`config.mk`:
```
export PLATFORM = sky130hd
export DESIGN_NAME = multicycle_ctrl_flat
export DESIGN_NICKNAME = d
export VERILOG_FILES = /design/src/rtl/multicycle_ctrl_pkg.sv /design/src/rtl/multicycle_ctrl_if.sv /design/src/rtl/multicycle_ctrl_op_decode.sv /design/src/rtl/multicycle_ctrl.sv /design/src/flat_wrapper.sv
export SDC_FILE = /design/constraint.sdc
export NUM_CORES = 1
export LEC_CHECK = 0
export ABC_AREA = 1
export BUFFER_PORTS_ARGS = -buffer_cell sky130_fd_sc_hd__clkbuf_2
export CAP_MARGIN = 20
export CORE_MARGIN = 1.5
export CORE_UTILIZATION = 54
export DETAILED_ROUTE_END_ITERATION = 12
export PLACE_DENSITY_LB_ADDON = 0.1
export REMOVE_ABC_BUFFERS = 1
export SLEW_MARGIN = 10
export SYNTH_ARGS = -nofsm -noshare
export SYNTH_HDL_FRONTEND = slang
export SYNTH_HIERARCHICAL = 1
export SYNTH_SLANG_ARGS = --single-unit
```
`constraint.sdc`:
```
create_clock -name clock -period 1.7 [get_ports clock]
set_input_delay 0.255 -clock clock [delete_from_list [all_inputs] [get_ports clock]]
set_output_delay 0.255 -clock clock [all_outputs]
set_load 0.005 [all_outputs]
```
`src/rtl/multicycle_ctrl_pkg.sv`:
```
// ctrl_pkg: shared types and encodings for the multi-cycle control unit.
//   state_t   - controller state encoding
//   iclass_t  - one-hot instruction class (all-zero means NOP)
//   OP_*      - opcode values (IR[31:27])
//   ALU_*     - ALU operation codes (IR[6:2])
//   EXC_*     - codes written to rstatus on an exception
//   PC_*, WD_*, WA_* - pc_sel, rf_wd_sel and rf_waddr_sel encodings
package ctrl_pkg;

  typedef enum logic [2:0] {
    ST_FETCH,
    ST_DECODE,
    ST_EXEC,
    ST_MDWAIT,
    ST_MEM,
    ST_WB
  } state_t;

  localparam logic [4:0] OP_RTYPE = 5'b00000;
  localparam logic [4:0] OP_J     = 5'b00001;
  localparam logic [4:0] OP_BNE   = 5'b00010;
  localparam logic [4:0] OP_JAL   = 5'b00011;
  localparam logic [4:0] OP_JR    = 5'b00100;
  localparam logic [4:0] OP_ADDI  = 5'b00101;
  localparam logic [4:0] OP_BLT   = 5'b00110;
  localparam logic [4:0] OP_SW    = 5'b00111;
  localparam logic [4:0] OP_LW    = 5'b01000;

  localparam logic [4:0] ALU_ADD = 5'b00000;
  localparam logic [4:0] ALU_SUB = 5'b00001;
  localparam logic [4:0] ALU_MUL = 5'b00110;
  localparam logic [4:0] ALU_DIV = 5'b00111;

  localparam logic [2:0] EXC_NONE = 3'd0;
  localparam logic [2:0] EXC_ADD  = 3'd1;
  localparam logic [2:0] EXC_ADDI = 3'd2;
  localparam logic [2:0] EXC_SUB  = 3'd3;
  localparam logic [2:0] EXC_MUL  = 3'd4;
  localparam logic [2:0] EXC_DIV  = 3'd5;

  localparam logic [1:0] PC_INC    = 2'd0;
  localparam logic [1:0] PC_BRANCH = 2'd1;
  localparam logic [1:0] PC_TARGET = 2'd2;
  localparam logic [1:0] PC_RD     = 2'd3;

  localparam logic [1:0] WD_RESULT = 2'd0;
  localparam logic [1:0] WD_DMEM   = 2'd1;
  localparam logic [1:0] WD_PC_INC = 2'd2;
  localparam logic [1:0] WD_EXC    = 2'd3;

  localparam logic [1:0] WA_RD      = 2'd0;
  localparam logic [1:0] WA_RSTATUS = 2'd1;
  localparam logic [1:0] WA_RA      = 2'd2;

  typedef struct packed {
    logic rtype;
    logic addi;
    logic sw;
    logic lw;
    logic j;
    logic jal;
    logic jr;
    logic bne;
    logic blt;
  } iclass_t;

endpackage

```
`src/rtl/multicycle_ctrl_if.sv`:
```
// multicycle_ctrl_if: bundle between the control unit and the datapath.
//   master modport - control unit: takes instruction fields and
//                    mult/div status, drives enables and mux selects
//   slave modport  - datapath side (mirror image)
// Signals: opcode, alu_op, alu_ovf, md_rdy, md_exc (to controller);
//   pc_we, ir_we, pc_sel, alu_inb_sel, alu_op_ctrl, md_start, dmem_we,
//   rf_we, rf_waddr_sel, rf_wd_sel, exc_code, busy (from controller).
interface multicycle_ctrl_if #(
  parameter int OP_W    = 5,
  parameter int ALUOP_W = 5
);
  logic [OP_W-1:0]    opcode;
  logic [ALUOP_W-1:0] alu_op;
  logic               alu_ovf;
  logic               md_rdy;
  logic               md_exc;

  logic               pc_we;
  logic               ir_we;
  logic [1:0]         pc_sel;
  logic               alu_inb_sel;
  logic [ALUOP_W-1:0] alu_op_ctrl;
  logic [1:0]         md_start;
  logic               dmem_we;
  logic               rf_we;
  logic [1:0]         rf_waddr_sel;
  logic [1:0]         rf_wd_sel;
  logic [2:0]         exc_code;
  logic               busy;

  modport master (
    input  opcode, alu_op, alu_ovf, md_rdy, md_exc,
    output pc_we, ir_we, pc_sel, alu_inb_sel, alu_op_ctrl, md_start,
           dmem_we, rf_we, rf_waddr_sel, rf_wd_sel, exc_code, busy
  );

  modport slave (
    output opcode, alu_op, alu_ovf, md_rdy, md_exc,
    input  pc_we, ir_we, pc_sel, alu_inb_sel, alu_op_ctrl, md_start,
           dmem_we, rf_we, rf_waddr_sel, rf_wd_sel, exc_code, busy
  );
endinterface

```
`src/rtl/multicycle_ctrl_op_decode.sv`:
```
// op_decode: combinational opcode to one-hot instruction class.
//   opcode - IR[31:27]
//   iclass - one-hot class; all-zero for any unlisted opcode (NOP)
module op_decode
  import ctrl_pkg::*;
#(
  parameter int OP_W = 5
) (
  input  logic [OP_W-1:0] opcode,
  output iclass_t         iclass
);

  always_comb begin
    iclass = '0;
    case (opcode)
      OP_W'(OP_RTYPE): iclass.rtype = 1'b1;
      OP_W'(OP_ADDI):  iclass.addi  = 1'b1;
      OP_W'(OP_SW):    iclass.sw    = 1'b1;
      OP_W'(OP_LW):    iclass.lw    = 1'b1;
      OP_W'(OP_J):     iclass.j     = 1'b1;
      OP_W'(OP_JAL):   iclass.jal   = 1'b1;
      OP_W'(OP_JR):    iclass.jr    = 1'b1;
      OP_W'(OP_BNE):   iclass.bne   = 1'b1;
      OP_W'(OP_BLT):   iclass.blt   = 1'b1;
      default:         iclass = '0;
    endcase
  end

endmodule

```
`src/rtl/multicycle_ctrl.sv`:
```
// multicycle_ctrl: multi-cycle control unit. Steps each instruction
// through FETCH/DECODE/EXEC/(MDWAIT|MEM)/WB and drives the datapath
// enables and mux selects for the current state only.
//   clock   - system clock, rising edge
//   reset_n - synchronous active-low reset
//   bus     - multicycle_ctrl_if.master (instruction fields, mult/div
//             handshake in; enables, selects, exc_code, busy out)
// Build option: define OVF_EXC_EN to enable ALU overflow and mult/div
// exceptions written to rstatus (r30). Without it, exceptions are never
// raised, though a mult/div timeout still forces write-back.
//
// state  | meaning
// FETCH  | load IR, PC <= PC+1
// DECODE | register instruction class; jumps finish here
// EXEC   | drive ALU; branches finish here; launch mult/div
// MDWAIT | wait for md_rdy or timeout
// MEM    | sw write, or lw read wait
// WB     | register file write (result, dmem, or rstatus)
module multicycle_ctrl
  import ctrl_pkg::*;
#(
  parameter int OP_W       = 5,
  parameter int ALUOP_W    = 5,
  parameter int MD_TIMEOUT = 40,
  parameter int MEM_WAIT   = 1
) (
  input  logic          clock,
  input  logic          reset_n,
  multicycle_ctrl_if.master bus
);

  // one counter serves both the mult/div timeout and the lw wait
  localparam int CNT_MAX = (MD_TIMEOUT > 7) ? MD_TIMEOUT : 7;
  localparam int CNT_W   = $clog2(CNT_MAX + 1);

  state_t             state, state_d;
  iclass_t            dec_class, iclass_q, iclass_d;
  logic [CNT_W-1:0]   cnt, cnt_d;
  logic               exc_pend, exc_pend_d;
  logic [2:0]         exc_code_q, exc_code_d;
  logic               md_div_q, md_div_d;
  logic               md_mul, md_div;

  logic               pc_we, ir_we, alu_inb_sel, dmem_we, rf_we;
  logic [1:0]         pc_sel, md_start, rf_waddr_sel, rf_wd_sel;
  logic [ALUOP_W-1:0] alu_op_ctrl;
  logic [2:0]         exc_code;

  op_decode #(.OP_W(OP_W)) u_op_decode (
    .opcode (bus.opcode),
    .iclass (dec_class)
  );

  assign md_mul = iclass_q.rtype && (bus.alu_op == ALUOP_W'(ALU_MUL));
  assign md_div = iclass_q.rtype && (bus.alu_op == ALUOP_W'(ALU_DIV));

  always_ff @(posedge clock) begin
    if (!reset_n) begin
      state      <= ST_FETCH;
      iclass_q   <= '0;
      cnt        <= '0;
      exc_pend   <= 1'b0;
      exc_code_q <= EXC_NONE;
      md_div_q   <= 1'b0;
    end else begin
      state      <= state_d;
      iclass_q   <= iclass_d;
      cnt        <= cnt_d;
      exc_pend   <= exc_pend_d;
      exc_code_q <= exc_code_d;
      md_div_q   <= md_div_d;
    end
  end

  always_comb begin
    state_d      = state;
    iclass_d     = iclass_q;
    cnt_d        = cnt;
    exc_pend_d   = exc_pend;
    exc_code_d   = exc_code_q;
    md_div_d     = md_div_q;
    pc_we        = 1'b0;
    ir_we        = 1'b0;
    pc_sel       = PC_INC;
    alu_inb_sel  = 1'b0;
    alu_op_ctrl  = '0;
    md_start     = 2'b00;
    dmem_we      = 1'b0;
    rf_we        = 1'b0;
    rf_waddr_sel = WA_RD;
    rf_wd_sel    = WD_RESULT;
    exc_code     = EXC_NONE;

    case (state)
      ST_FETCH: begin
        ir_we      = 1'b1;
        pc_we      = 1'b1;
        exc_pend_d = 1'b0;
        exc_code_d = EXC_NONE;
        state_d    = ST_DECODE;
      end

      ST_DECODE: begin
        iclass_d = dec_class;
        if (dec_class.j || dec_class.jal || dec_class.jr) begin
          pc_we   = 1'b1;
          pc_sel  = dec_class.jr ? PC_RD : PC_TARGET;
          if (dec_class.jal) begin
            rf_we        = 1'b1;
            rf_waddr_sel = WA_RA;
            rf_wd_sel    = WD_PC_INC;
          end
          state_d = ST_FETCH;
        end else if (dec_class.rtype || dec_class.addi || dec_class.sw ||
                     dec_class.lw || dec_class.bne || dec_class.blt) begin
          state_d = ST_EXEC;
        end else begin
          state_d = ST_FETCH;
        end
      end

      ST_EXEC: begin
        cnt_d = '0;
        if (iclass_q.rtype) alu_op_ctrl = bus.alu_op;
        if (iclass_q.addi || iclass_q.lw || iclass_q.sw) alu_inb_sel = 1'b1;
        if (iclass_q.bne || iclass_q.blt) begin
          // datapath qualifies pc_we with the ne/lt flag
          alu_op_ctrl = ALUOP_W'(ALU_SUB);
          pc_we       = 1'b1;
          pc_sel      = PC_BRANCH;
          state_d     = ST_FETCH;
        end else if (md_mul || md_div) begin
          md_start = {md_div, md_mul};
          md_div_d = md_div;
          state_d  = ST_MDWAIT;
        end else if (iclass_q.lw || iclass_q.sw) begin
          state_d = ST_MEM;
        end else begin
          state_d = ST_WB;
        end
`ifdef OVF_EXC_EN
        if (bus.alu_ovf) begin
          if (iclass_q.addi) begin
            exc_pend_d = 1'b1;
            exc_code_d = EXC_ADDI;
          end else if (iclass_q.rtype && bus.alu_op == ALUOP_W'(ALU_ADD)) begin
            exc_pend_d = 1'b1;
            exc_code_d = EXC_ADD;
          end else if (iclass_q.rtype && bus.alu_op == ALUOP_W'(ALU_SUB)) begin
            exc_pend_d = 1'b1;
            exc_code_d = EXC_SUB;
          end
        end
`endif
      end

      ST_MDWAIT: begin
        cnt_d = cnt + 1'b1;
        // md_rdy takes priority over a timeout landing in the same cycle
        if (bus.md_rdy) begin
          state_d = ST_WB;
`ifdef OVF_EXC_EN
          if (bus.md_exc) begin
            exc_pend_d = 1'b1;
            exc_code_d = md_div_q ? EXC_DIV : EXC_MUL;
          end
`endif
        end else if (cnt == CNT_W'(MD_TIMEOUT - 1)) begin
          state_d = ST_WB;
`ifdef OVF_EXC_EN
          exc_pend_d = 1'b1;
          exc_code_d = md_div_q ? EXC_DIV : EXC_MUL;
`endif
        end
      end

      ST_MEM: begin
        if (iclass_q.sw) begin
          dmem_we = 1'b1;
          state_d = ST_FETCH;
        end else if (cnt == CNT_W'(MEM_WAIT)) begin
          state_d = ST_WB;
        end else begin
          cnt_d = cnt + 1'b1;
        end
      end

      ST_WB: begin
        rf_we = 1'b1;
        if (iclass_q.lw) rf_wd_sel = WD_DMEM;
        if (exc_pend) begin
          rf_waddr_sel = WA_RSTATUS;
          rf_wd_sel    = WD_EXC;
          exc_code     = exc_code_q;
        end
        state_d = ST_FETCH;
      end

      default: state_d = ST_FETCH;
    endcase
  end

  // Jump classes are consumed straight from the decoder in DECODE.
  logic unused_cls;
  assign unused_cls = iclass_q.j ^ iclass_q.jal ^ iclass_q.jr;

`ifndef OVF_EXC_EN
  logic unused_exc;
  assign unused_exc = bus.alu_ovf ^ bus.md_exc ^ md_div_q;
`endif

  // While reset_n is held low every output reads idle, even though the
  // state register already sits in FETCH.
  assign bus.pc_we        = reset_n & pc_we;
  assign bus.ir_we        = reset_n & ir_we;
  assign bus.pc_sel       = reset_n ? pc_sel : 2'b00;
  assign bus.alu_inb_sel  = reset_n & alu_inb_sel;
  assign bus.alu_op_ctrl  = reset_n ? alu_op_ctrl : '0;
  assign bus.md_start     = reset_n ? md_start : 2'b00;
  assign bus.dmem_we      = reset_n & dmem_we;
  assign bus.rf_we        = reset_n & rf_we;
  assign bus.rf_waddr_sel = reset_n ? rf_waddr_sel : 2'b00;
  assign bus.rf_wd_sel    = reset_n ? rf_wd_sel : 2'b00;
  assign bus.exc_code     = reset_n ? exc_code : 3'b000;
  assign bus.busy         = reset_n & (state != ST_FETCH);

endmodule

```
`src/flat_wrapper.sv`:
```
// flat-port wrapper written by rule: the top's interface ports become plain ports
module multicycle_ctrl_flat import ctrl_pkg::*;
#(
  parameter int OP_W       = 5,
  parameter int ALUOP_W    = 5,
  parameter int MD_TIMEOUT = 40,
  parameter int MEM_WAIT   = 1
)
  (clock, reset_n, bus_opcode, bus_alu_op, bus_alu_ovf, bus_md_rdy, bus_md_exc, bus_pc_we, bus_ir_we, bus_pc_sel, bus_alu_inb_sel, bus_alu_op_ctrl, bus_md_start, bus_dmem_we, bus_rf_we, bus_rf_waddr_sel, bus_rf_wd_sel, bus_exc_code, bus_busy);
  multicycle_ctrl_if #(.OP_W(OP_W), .ALUOP_W(ALUOP_W)) bus_i ();
  input  logic clock;
  input  logic reset_n;
  input wire logic [$bits(bus_i.opcode)-1:0] bus_opcode;
  input wire logic [$bits(bus_i.alu_op)-1:0] bus_alu_op;
  input wire logic [$bits(bus_i.alu_ovf)-1:0] bus_alu_ovf;
  input wire logic [$bits(bus_i.md_rdy)-1:0] bus_md_rdy;
  input wire logic [$bits(bus_i.md_exc)-1:0] bus_md_exc;
  output wire logic [$bits(bus_i.pc_we)-1:0] bus_pc_we;
  output wire logic [$bits(bus_i.ir_we)-1:0] bus_ir_we;
  output wire logic [$bits(bus_i.pc_sel)-1:0] bus_pc_sel;
  output wire logic [$bits(bus_i.alu_inb_sel)-1:0] bus_alu_inb_sel;
  output wire logic [$bits(bus_i.alu_op_ctrl)-1:0] bus_alu_op_ctrl;
  output wire logic [$bits(bus_i.md_start)-1:0] bus_md_start;
  output wire logic [$bits(bus_i.dmem_we)-1:0] bus_dmem_we;
  output wire logic [$bits(bus_i.rf_we)-1:0] bus_rf_we;
  output wire logic [$bits(bus_i.rf_waddr_sel)-1:0] bus_rf_waddr_sel;
  output wire logic [$bits(bus_i.rf_wd_sel)-1:0] bus_rf_wd_sel;
  output wire logic [$bits(bus_i.exc_code)-1:0] bus_exc_code;
  output wire logic [$bits(bus_i.busy)-1:0] bus_busy;
  assign bus_i.opcode = bus_opcode;
  assign bus_i.alu_op = bus_alu_op;
  assign bus_i.alu_ovf = bus_alu_ovf;
  assign bus_i.md_rdy = bus_md_rdy;
  assign bus_i.md_exc = bus_md_exc;
  assign bus_pc_we = bus_i.pc_we;
  assign bus_ir_we = bus_i.ir_we;
  assign bus_pc_sel = bus_i.pc_sel;
  assign bus_alu_inb_sel = bus_i.alu_inb_sel;
  assign bus_alu_op_ctrl = bus_i.alu_op_ctrl;
  assign bus_md_start = bus_i.md_start;
  assign bus_dmem_we = bus_i.dmem_we;
  assign bus_rf_we = bus_i.rf_we;
  assign bus_rf_waddr_sel = bus_i.rf_waddr_sel;
  assign bus_rf_wd_sel = bus_i.rf_wd_sel;
  assign bus_exc_code = bus_i.exc_code;
  assign bus_busy = bus_i.busy;
  multicycle_ctrl #(.OP_W(OP_W), .ALUOP_W(ALUOP_W), .MD_TIMEOUT(MD_TIMEOUT), .MEM_WAIT(MEM_WAIT)) u_core (.clock(clock), .reset_n(reset_n), .bus(bus_i));
endmodule
```
==> out/results.txt, run 1 <==
Outcome = completed
TritonCTS buffer count = 3
Setup WS pre-CTS = 0.186 ns
Synth cell types = 30
I/O Buffers = 30
Detailed Route WL = 3300 um
Die area = 2500 um^2
Clock Skew = 0.0109 ns
R2r setup slk = 0.31 ns
Post-synthesis compound-gate area fraction = 10.9%
Mux share of post-synthesis cell area = 0%
Post-synthesis async set-or-reset flop share = 0%
Max-slew violation count = 0
Antenna violations before repair = 0
HP Start = reset_n
Combinational family with the most area after synthesis = simple AND/OR/NAND/NOR gates
Worst setup SP type = flop
Antenna diodes = 0
Share of cells above drive strength 1 = 29.6%
Syn avg cell area = 5.94 um^2
Initial DRT Pass Iterations = 5
Max Cap Viol = 0
Final HPWL DP = 2340 um
CORE AREA = 2020 um^2
Root buffer cell = clkbuf_4
P&R area growth vs syn = 25.7%
Total GRT Usage = 26.5%
Power per cell area = 562 nW/um^2
Largest net degree at the start of global routing = 13
Fillers = 167
Starting DRT DRC Count = 86
Final setup margin = 0.0326 ns
# setup viols final = 0
Placed insts = 257
Seq/Total Area, Yosys = 25.2%
Io pins = 37
Cell count of the worst reg-to-reg path = 7
Count leader, synth = nor2_1
Nets = 258
Die X = 50.0 um
Top_reg_cell synth = dfxtp_1
Latest clock arrival within the worst-skew pair = 0.30 ns
Htree depth = 1
Leakage = 0.000732 uW
Wirelength per Cell = 12.3 um
Synthesized area = 1190 um^2
Cell Count, Final, Fillers Out = 267
Final Cycle Share = 98.1%
Post-synth top area cell = dfxtp_1
Rows = 16
Vias = 1459
WHS Path Cells = 3
Critical path fanouts, max = 7
Fmax = 0.600 GHz
Vias per cell = 5.46
Vias in the first global route = 1232
Crit Path Category = reg2out
Synth Area in Adders = 2.10%
Number of synthesized flops with an enable pin = 0
Worst setup EP type = output pin
CTS sink count = 15
Synth top area share = 25.2%
Yosys reg bits = 15
Warnings from Yosys = 6
Initial Util = 59.0%
Die Y = 50.0 um
Worst Hold Path EP = u_core/state[1]
Simple-gate share of the synthesized area = 47.2%
Top cells by area, synth = dfxtp_1 25%, nor2_1 13%, nand2_1 11%
Peak supply drop = 407 uV
Synth cell count leaders = 41 x nor2_1, 35 x nand2_1, 27 x inv_1
Tmin final = 1.67 ns
Data arrival time of the critical path = 1.41 ns
Worst reg2reg startpoint = u_core/cnt[0]
Clk buf depth = 2
CTS tree = done
Drt drc = 0
Clk pin slew, worst setup/hold paths = 0.11 ns
Xor/xnor share of the synthesized area = 0.734%
CP Data Required Time = 1.44 ns
GPL Wtd Cong = 0.887
Post-route ant nets = 0
GR Overflow Total = 0
Final hold violations = 0
Post-Syn Instances = 201
Worst hold path class = in2reg
Worst r2r dst = u_core/state[2]
Wire length of the first global-routing pass = 5140 um
layout by cell type (no fill, tap or decap), types with 3 or more instances in the layout:
cell type and instances:
nor2_1 38, nand2_1 33, clkbuf_2 30, inv_1 26, nand3_1 17, dfxtp_1 12, a21oi_1 10, buf_4 9
o21ai_1 8, inv_2 6, nand2_2 5, nor3_1 5, nand4_1 4, conb_1 4, clkbuf_4 3, nor2_4 3
nor2_2 3, nand3b_1 3
registers in the layout, summed over array words and instances (netlist names):
register,count
u_core/cnt,6
u_core/iclass_q,6
u_core/state,3
power by group:
| group | total, uW | switching [uW] | leakage, uW | internal [uW] |
|---|---|---|---|---|
| registers | 391 | 19.3 | 0.000124 | 372 |
| logic | 230 | 149 | 0.000590 | 80.8 |
| clock network | 222 | 135 | 0.0000177 | 87.7 |
| total | 843 | 303 | 0.000732 | 540 |
how the worst max path moves through the flow:
| stage | from | to | slack (ns) | cells past startpoint |
|---|---|---|---|---|
| finish | u_core/state[2] | bus_alu_op_ctrl[0] | 0.03 | 6 |
| global route | u_core/state[0] | bus_pc_we | -0.02 | 6 |
| global placement | u_core/state[1] | bus_pc_we | 0.20 | 6 |
| detailed placement | u_core/state[2] | bus_alu_op_ctrl[0] | 0.19 | 6 |
| floorplan | u_core/state[2] | bus_alu_op_ctrl[0] | 0.39 | 5 |
| CTS | u_core/state[1] | bus_pc_we | 0.01 | 6 |
critical path, stage by stage (launching register included):
cell and delay, ns:
dfxtp_4 0.39, inv_2 0.10, nand3_4 0.09, nor2_4 0.11, inv_1 0.09, o31ai_2 0.19, clkbuf_2 0.15
logic make-up (layout without fill, tap and decap cells):
| family | Yosys count | in the layout |
|---|---|---|
| AO/OA/AOI/OAI | 24 | 24 |
| adder cells (fa/ha/maj) | 2 | 2 |
| XOR/XNOR | 1 | 1 |
| flip-flops | 15 | 15 |
| buffers and inverters | 39 | 75 |
| AND/OR/NAND/NOR | 119 | 119 |
| other | 1 | 4 |
metal layers:
| layer | GRT usage (%) | up-vias | wire length [um] |
|---|---|---|---|
| met5 | 0 | - | 0 |
| met4 | 9.72 | 0 | 53 |
| met3 | 4.85 | 10 | 305 |
| met2 | 41.4 | 83 | 1520 |
| met1 | 35.8 | 652 | 1420 |
| li1 | - | 714 | - |
stage by stage:
stage                     setup TNS [ns]  total power (uW)  util [%]  instance area, um^2  hold WS, ns
after floorplan                        0               528         -                 1160        0.360
after global placement                 0               587      67.7                 1370        0.450
after detailed placement               0               595      67.7                 1370        0.461
after CTS                              0               831      71.5                 1450        0.262
after global routing             -0.0506               887      74.2                 1500        0.289
final                                  0               843      74.2                 1500        0.288
area by class of cell:
cell class	count	area [um^2]	area share (%)
clock buffer	3	22.5	1.50
clock inverter	1	5.00	0.334
inverter	32	120	8.01
multi-input combinational	150	792	52.8
sequential	15	309	20.6
tap	27	33.8	2.25
timing repair buffer	39	218	14.5
repair_timing:
item / in CTS / in global routing
hold buffers: 0 / 0
pin swaps: 1 / 1
gates resized for setup: 9 / 9
hold endpoints to repair: 0 / 0
endpoints found under the setup margin: 12 / 11
setup buffers: 3 / 3
Note: power is estimated with default switching activity, not from simulation.
==> run 2, diff against run 1 <==
--- a/config.mk
+++ b/config.mk
@@ -9,7 +9,7 @@
 export BUFFER_PORTS_ARGS = -buffer_cell sky130_fd_sc_hd__clkbuf_2
 export CAP_MARGIN = 20
 export CORE_MARGIN = 1.5
-export CORE_UTILIZATION = 54
+export CORE_UTILIZATION = 52
 export DETAILED_ROUTE_END_ITERATION = 12
 export PLACE_DENSITY_LB_ADDON = 0.1
 export REMOVE_ABC_BUFFERS = 1
==> out/results.txt, run 2 (synthesized netlist as in run 1, its figures left out) <==
CTS tree = done
Post-DP Area = 1390 um^2 (+1.2%)
Htree depth = 1 (unchanged)
Cell mode on critical path = inv_1
I/O Buffers = 30 (unchanged)
Largest net degree at the start of global routing = 14 (+1)
Most common cell after layout, fill and taps aside = nor2_1
Initial DRT Pass Iterations = 4 (-1)
Vias in the first global route = 1189 (-3.5%)
Wire length of the first global-routing pass = 4740 um (-7.8%)
CORE AREA = 2190 um^2 (+8.4%)
Io pins = 37 (unchanged)
Slowest stage cell, crit path = dfxtp_4
Wirelength per Cell = 11.1 um (-10%)
Commonest non-fill, non-tap cells in the layout = 38 x nor2_1, 34 x nand2_1, 28 x clkbuf_2
TritonCTS buffer count = 3 (unchanged)
Final instance area = 1460 um^2 (-3.0%)
Top flop regs = u_core/cnt: 6 flops, u_core/iclass_q: 6 flops, u_core/state: 3 flops
Die Y = 50.9 um (+1.8%)
Antenna violations before repair = 0 (unchanged)
Post-route ant nets = 0 (unchanged)
Unrepaired setup endpoints after global routing = true
P&R area growth vs syn = 21.9%
Outcome = completed
CP max stage delay = 0.39 ns (about the same)
Switching Share = 34.1% (-1.8 points)
Initial Util = 54.5% (-4.6 points)
Clk buf depth = 2 (unchanged)
# setup viols final = 0 (unchanged)
Clk pin slew, worst setup/hold paths = 0.10 ns (about the same)
Drt drc = 0 (unchanged)
Final setup margin = 0.0583 ns (+0.0256 ns)
Max-slew violation count = 0 (unchanged)
Share of cells above drive strength 1 = 26.6% (-3.0 points)
Fin util = 66.4% (-7.8 points)
Rows = 17 (+1)
CTS sink count = 15 (unchanged)
Tmin final = 1.64 ns (-0.0256 ns)
Latest clock arrival within the worst-skew pair = 0.29 ns (about the same)
Clock power frac = 26.1% (-0.3 points)
Internal = 540 uW (about the same)
Worst setup SP type = flop
Antenna diodes = 0 (unchanged)
Total GRT Usage = 23.4% (-3.0 points)
Final hold violations = 0 (unchanged)
Root buffer cell = clkbuf_4
Worst hold path class = in2reg
Final HPWL DP = 2330 um (-0.55%)
Cell chain of the critical path = nor2_4 -> inv_1 -> nor2_2 -> inv_1 -> o221ai_1 -> buf_2
Data arrival time of the critical path = 1.39 ns (-0.02 ns)
Post-CTS Hold Buffers = 0 (unchanged)
Comb pwr share = 26.1% (-1.1 points)
Die area = 2590 um^2 (+3.6%)
Vias = 1365 (-6.4%)
Power per cell area = 563 nW/um^2 (+0.18%)
Seq pwr share = 47.8% (+1.4 points)
Crit Path Category = reg2out
Die X = 50.9 um (+1.8%)
Worst setup EP type = output pin
Peak supply drop = 399 uV (-2.2%)
Detailed Route WL = 2950 um (-11%)
Starting DRT DRC Count = 26 (-70%)
Leakage = 0.000712 uW (-2.7%)
Vias per cell = 5.15 (-5.7%)
Critical path fanouts, max = 6 (-1)
Final Cycle Share = 96.6% (-1.5 points)
GR Overflow Total = 0 (unchanged)
Psw = 279 uW (-7.7%)
CP Data Required Time = 1.44 ns (about the same)
Nets = 255 (-1.2%)
Clock Skew = 0.0105 ns (-0.000377 ns)
GPL Wtd Cong = 0.893 (+0.61%)
Fmax = 0.609 GHz (+1.6%)
Setup WS pre-CTS = 0.227 ns (+0.0417 ns)
Max Cap Viol = 0 (unchanged)
run 2: final cells by class:
| class | count | area, um^2 |
|---|---|---|
| inverters | 32 | 120 |
| clock buffers | 4 | 26.3 |
| flip-flops and latches | 15 | 305 |
| repair buffers | 36 | 195 |
| well taps | 28 | 35.0 |
| multi-input cells | 150 | 773 |
| fillers | 199 | 736 |
run 2: path summary, 6_finish.rpt:
| check | start | endpoint | slack (ns) | cells after the start |
|---|---|---|---|---|
| setup / recovery | u_core/state[1] | bus_pc_we | 0.06 | 6 |
| hold / removal | reset_n | u_core/state[1] | 0.38 | 4 |
| setup reg to reg | u_core/cnt[0] | u_core/state[2] | 0.38 | 8 |
| hold reg to reg | u_core/iclass_q[7] | u_core/iclass_q[7] | 0.46 | 2 |
run 2: timing repair:
item                                    4_1_cts  5_1_grt
buffers inserted                              0        1
cloned                                        0        0
endpoints found under the setup margin        7        7
resized for setup                             4       10
pin swaps                                     1        0
run 2: power groups by stage:
stage	clock network, uW	registers [uW]	logic, uW
2_1_floorplan	0	394	134
3_3_place_gp	0	395	199
3_5_place_dp	0	396	203
4_1_cts	218	391	205
5_1_grt	232	394	241
6_report	214	391	214
run 2: critical path: cells and delay by family, from the launching register on:
kind | cells | cell delay (ns)
AO/OA/AOI/OAI | 1 | 0.14
flip-flops | 1 | 0.39
AND/OR/NAND/NOR | 2 | 0.26
buffers and inverters | 3 | 0.30
run 2: metrics by stage:
step | power, uW | setup TNS, ns | cells | hold slack [ns]
finish | 819 | 0 | 265 | 0.378
detailed placement | 599 | 0 | 260 | 0.444
CTS | 813 | 0 | 264 | 0.366
floorplan | 528 | 0 | 197 | 0.360
global placement | 594 | 0 | 260 | 0.444
global route | 867 | -0.00911 | 265 | 0.404
run 2: per-layer routing:
metal  global-route usage (%)  up-vias  wire [um]
met5                        0        -          0
li1                         -      709          -
met3                     2.92        2        132
met4                     9.91        0         10
met1                     30.2      616       1340
met2                     39.2       38       1460
